<file path="config.mk">
export PLATFORM = sky130hd
export DESIGN_NAME = data_mem_responder
export DESIGN_NICKNAME = d
export VERILOG_FILES = /design/src/rtl/data_mem_responder.sv
export SDC_FILE = /design/constraint.sdc
export NUM_CORES = 2
export LEC_CHECK = 0
export ABC_AREA = 1
export CAP_MARGIN = 15
export CORE_UTILIZATION = 45
export CTS_BUF_LIST = sky130_fd_sc_hd__clkbuf_8
export CTS_CLUSTER_DIAMETER = 50
export DETAILED_ROUTE_END_ITERATION = 10
export HOLD_SLACK_MARGIN = 0.15
export PLACE_DENSITY_LB_ADDON = 0.2
export SYNTH_ARGS = -nofsm -noshare
export SYNTH_HDL_FRONTEND = slang
export SYNTH_SLANG_ARGS = --single-unit
</file>
<file path="constraint.sdc">
create_clock -name clk -period 7.6 [get_ports clk]
set_clock_uncertainty 0.2 [all_clocks]
set_input_delay 1.52 -clock clk [delete_from_list [all_inputs] [get_ports clk]]
set_output_delay 1.52 -clock clk [all_outputs]
set_load 0.02 [all_outputs]
</file>
<file path="src/rtl/data_mem_responder.sv">
// Multi-cycle data memory responder for the core load/store port.
// Request/response valid/ready handshakes around a configurable wait, RISC-V byte/half/word access.
module data_mem_responder #(
  parameter int ADDR_W  = 8,
  parameter int LATENCY = 2
) (
  input  logic              clk,
  input  logic              rst,
  input  logic              req_valid,
  output logic              req_ready,
  input  logic              req_write,
  input  logic [2:0]        req_funct3,
  input  logic [ADDR_W-1:0] req_addr,
  input  logic [31:0]       req_wdata,
  output logic              rsp_valid,
  input  logic              rsp_ready,
  output logic [31:0]       rsp_rdata,
  output logic              rsp_err
);

  localparam int DEPTH = 1 << (ADDR_W - 2);
  localparam int CNT_W = $clog2(LATENCY + 2);

  typedef enum logic [1:0] {IDLE, WAIT, RESP} state_t;

  state_t            state, state_n;
  logic [CNT_W-1:0]  cnt, cnt_n;
  logic              accept, go_resp;

  logic              lat_write;
  logic [2:0]        lat_funct3;
  logic [ADDR_W-1:0] lat_addr;
  logic [31:0]       lat_wdata;

  logic              a_write;
  logic [2:0]        a_funct3;
  logic [ADDR_W-1:0] a_addr;
  logic [31:0]       a_wdata;

  logic [31:0]       mem [DEPTH];
  logic [ADDR_W-3:0] idx;
  logic [31:0]       word, load_val, st_data;
  logic [7:0]        byte_v;
  logic [15:0]       half_v;
  logic [3:0]        st_be;
  logic              misaligned, illegal, err;

  assign req_ready = (state == IDLE);
  assign rsp_valid = (state == RESP);
  assign accept    = req_valid && req_ready;

  always_comb begin
    state_n = state;
    cnt_n   = cnt;
    go_resp = 1'b0;
    case (state)
      IDLE: if (accept) begin
        if (LATENCY == 0) begin
          state_n = RESP;
          go_resp = 1'b1;
        end else begin
          state_n = WAIT;
          cnt_n   = CNT_W'(LATENCY);
        end
      end
      WAIT: begin
        cnt_n = cnt - 1'b1;
        if (cnt == CNT_W'(1)) begin
          state_n = RESP;
          go_resp = 1'b1;
        end
      end
      RESP:    if (rsp_ready) state_n = IDLE;
      default: state_n = IDLE;
    endcase
  end

  // With zero latency the access happens on the accept edge, so it must see the live request.
  always_comb begin
    if (state == IDLE) begin
      a_write  = req_write;
      a_funct3 = req_funct3;
      a_addr   = req_addr;
      a_wdata  = req_wdata;
    end else begin
      a_write  = lat_write;
      a_funct3 = lat_funct3;
      a_addr   = lat_addr;
      a_wdata  = lat_wdata;
    end
  end

  always_comb begin
    idx    = a_addr[ADDR_W-1:2];
    word   = mem[idx];
    byte_v = word[{a_addr[1:0], 3'b000} +: 8];
    half_v = a_addr[1] ? word[31:16] : word[15:0];

    case (a_funct3[1:0])
      2'b01:   misaligned = a_addr[0];
      2'b10:   misaligned = |a_addr[1:0];
      default: misaligned = 1'b0;
    endcase
    if (a_write) illegal = !(a_funct3 inside {3'b000, 3'b001, 3'b010});
    else         illegal = a_funct3 inside {3'b011, 3'b110, 3'b111};
    err = misaligned || illegal;

    case (a_funct3)
      3'b000:  load_val = {{24{byte_v[7]}}, byte_v};
      3'b001:  load_val = {{16{half_v[15]}}, half_v};
      3'b100:  load_val = {24'h0, byte_v};
      3'b101:  load_val = {16'h0, half_v};
      default: load_val = word;
    endcase

    case (a_funct3[1:0])
      2'b00: begin
        st_data = {4{a_wdata[7:0]}};
        st_be   = 4'b0001 << a_addr[1:0];
      end
      2'b01: begin
        st_data = {2{a_wdata[15:0]}};
        st_be   = a_addr[1] ? 4'b1100 : 4'b0011;
      end
      default: begin
        st_data = a_wdata;
        st_be   = '1;
      end
    endcase
  end

  always_ff @(posedge clk) begin
    if (go_resp && a_write && !err) begin
      for (int unsigned i = 0; i < 4; i++) begin
        if (st_be[i]) mem[idx][8*i +: 8] <= st_data[8*i +: 8];
      end
    end
  end

  always_ff @(posedge clk or negedge rst) begin
    if (!rst) begin
      state      <= IDLE;
      cnt        <= '0;
      rsp_rdata  <= '0;
      rsp_err    <= 1'b0;
      lat_write  <= 1'b0;
      lat_funct3 <= '0;
      lat_addr   <= '0;
      lat_wdata  <= '0;
    end else begin
      state <= state_n;
      cnt   <= cnt_n;
      if (accept) begin
        lat_write  <= req_write;
        lat_funct3 <= req_funct3;
        lat_addr   <= req_addr;
        lat_wdata  <= req_wdata;
      end
      if (go_resp) begin
        rsp_err   <= err;
        rsp_rdata <= (a_write || err) ? '0 : load_val;
      end
    end
  end

endmodule

</file>
==> run metrics <==
status=finished clean; Core ar.=0.1833 mm^2; Routability Congestion=0.9390; CTS tree=done; hold_buf cts=1; Final Hold Vio Count=0; final setup violation count=0; Sw Share=0.4390; worst min path class=flop to flop; TritonRoute pass-1 iters=9; H-tree depth=5; DR iter-0 viols=7654; crit path max fanout=64; total length of routed wires=275.1 mm; CTS clk-pin slew, worst paths=0.06 ns; share of layout cells above drive strength 1=0.09850; worst path arrival time=5.81 ns; clock sink total=2129; PwrDens=484.2 mW/mm^2; wire per inst=29.01 um; Starting Density=0.4540; Die Wd=432.0 um; Switch Pwr=19.92 mW; Mapped Area=0.08320 mm^2; nets=6822; Tcrit/Tclk final=0.7113; grt ovf=0; Max Slew Vio Count=0; top_reg_cell synth=edfxtp_1; area share of the largest cell type after synthesis=0.7392; largest net degree at the start of global routing=90; DRC=0; sequential share of power=0.372; cell count after placement=8874; Setup TNS Final=0 ns; initial antenna violation count=15; row cnt=157; Clock Tree Buf Depth=4; GR Util met2=0.4429; GRT Util Overall=0.2922; area leader, netlist=edfxtp_1; Chip Height=432.0 um; maximum vdd ir drop=684.2 uV; Worst EP required=8.00 ns; Gate power share=0.423; Syn Inst Count=6489; Critical Path Sink Type=flop; PostCTS Resize Cnt=0; Seq cells post-synth=2129; clock buffer count from CTS=352; Post-synth EDFFs=2048; MaxCap Viol Count=0; via count=55.27k; Via density=5.829; GR Util met3=0.07816; Area contributors post-synth=edfxtp_1 74%, nor2_1 7.3%, nand2_1 5.0%, o22ai_1 2.6%, dfrtp_1 2.4%; Fillers=15.86k; Mean Syn Cell Area=12.82 um^2; Worst-Margin Slew=1.303 ns; synth-to-layout area growth=12.61%; later-pin clock latency in the skew report=1.05 ns; Post-synth top cells=2048 x edfxtp_1, 1617 x nor2_1, 1116 x nand2_1, 349 x o22ai_1, 185 x nand3_1; met1 usage=0.3893; Die ar.=0.1866 mm^2; global-route wire length before repair=387.3 mm; I/O Pins=83; min Tclk post-route=5.406 ns; FFs w/ async S/R, synth=0.03805; Setup crit start kind=flop; Synth Net Count=6542; top-count cell post-synth=edfxtp_1; RSZ-0062 raised after global routing=false; sequential area share after synthesis=0.7635; Clk pwr share=0.205; root buffer cell=clkbuf_8; timing-limited maximum frequency=185.0 MHz; GR peak layer=met2; Port-buffer cells=82; dpl hpwl=162.6 mm; Synth cell types=38; non-filler cells, final=9483; Routed Antenna Nets=0; Worst Setup Path Type=flop to flop; Pint=25.45 mW; vias in the first global route=53.08k; Slew HR=0.1285; YS warnings=0; Lkg Pwr=32.75 nW; Post-CTS Setup Inserts=0
## path summary, 6_finish.rpt
kind	startpoint	end	slack, ns	depth (start not counted)
worst max-delay path	state[0]$_DFFE_PN0P_	mem[28][13]$_DFFE_PP_	2.19	15
worst min-delay path	rsp_rdata[29]$_DFFE_PN0P_	rsp_rdata[29]$_DFFE_PN0P_	0.28	2
worst max register to register	state[0]$_DFFE_PN0P_	mem[28][13]$_DFFE_PP_	2.19	15
worst min register to register	rsp_rdata[29]$_DFFE_PN0P_	rsp_rdata[29]$_DFFE_PN0P_	0.28	2
max in group asynchronous	rst	rsp_rdata[4]$_DFFE_PN0P_	5.35	3
min in group asynchronous	rst	lat_wdata[9]$_DFFE_PN0P_	0.69	2
## sequential cells by signal, indices dropped and copies added, names as in the netlist
signal / flops
cnt: 2
mem: 2048
lat_wdata: 32
rsp_rdata: 32
rsp_err: 1
state: 2
lat_addr: 8
lat_funct3: 3
lat_write: 1
## per-layer routing
layer,part of all wire,wire [um]
met1,0.38,105600
met2,0.45,123800
met3,0.11,31170
met4,0.052,14310
met5,0.00089,245
## power groups by stage
stage	Clock [mW]	Sequential (mW)	Combinational, mW
global route	9.87	16.9	20.0
finish	9.31	16.9	19.2
detailed placement	0	17.1	18.6
CTS	9.39	16.9	18.7
global placement	0	17.1	18.5
floorplan	0	17.5	9.49
## cell type report
cell class / instances / area [um^2] / share of cell area
clock inverters: 227 / 1234 / 0.01317
diodes: 14 / 35.03 / 0.0003739
repair buffers: 268 / 2542 / 0.02714
well taps: 2464 / 3083 / 0.03291
clock buffers: 363 / 4996 / 0.05333
inverters: 97 / 364.1 / 0.003886
flip-flops and latches: 2129 / 63530 / 0.6781
multi-input cells: 3921 / 17910 / 0.1911
## cell families after synthesis
| group | share of synthesized area |
|---|---|
| compound gates | 0.05860 |
| fa+ha+maj | 0.0007519 |
| simple gates | 0.1510 |
| buf+inv | 0.02615 |
| flops | 0.7635 |
## worst max-delay path, cell delays in order, from the launching register on
cell      delay (ns)
dfrtp_1         0.48
nor2_8          0.25
buf_4           0.56
o21ai_0         0.38
inv_1           0.17
ha_1            0.25
inv_1           0.21
nand2_1         0.15
o21ai_0         0.10
nand2_1         0.10
o221ai_1        0.14
nor2_2          0.26
nand2_1         0.11
or2_2           0.37
buf_4           0.40
nor2_1          0.75
## per-stage QoR
stage	hold slack [ns]	area [um^2]	power [mW]	util	worst slack, ns
after CTS	0.2800	93570	44.96	0.5106	2.321
after floorplan	0.2479	83200	26.97	-	0.9590
after detailed placement	0.2645	87330	35.77	0.4765	1.485
after global routing	0.3107	93660	46.71	0.5110	1.951
after global placement	0.2618	87290	35.62	0.4763	1.471
final	0.2757	93690	45.37	0.5112	2.194
## cells in the final DEF, fill, tap and decap left out, drive strengths merged
cell           synthesis  routed
edfxtp              2048    2048
nor2                1624    1624
nand2               1127    1127
clkbuf                77     363
o22ai                349     349
o21ai                253     253
inv                   96     199
nand3                186     186
buf                  265     186
o22a                 116     116
clkinv                 1     109
nand4                100     100
dfrtp                 81      81
clkdlybuf4s50          0      81
a21oi                 61      61
nor3                  50      50
nand3b                33      33
diode                  0      14
bufinv                 0      11
or2                    7       7
ha                     5       5
clkinvlp               0       5
o211ai                 5       5
o21a                   2       2
o221ai                 1       1
a31o                   1       1
o31ai                  1       1
dlygate4sd3            0       1
(Power assumes the default switching activity.)
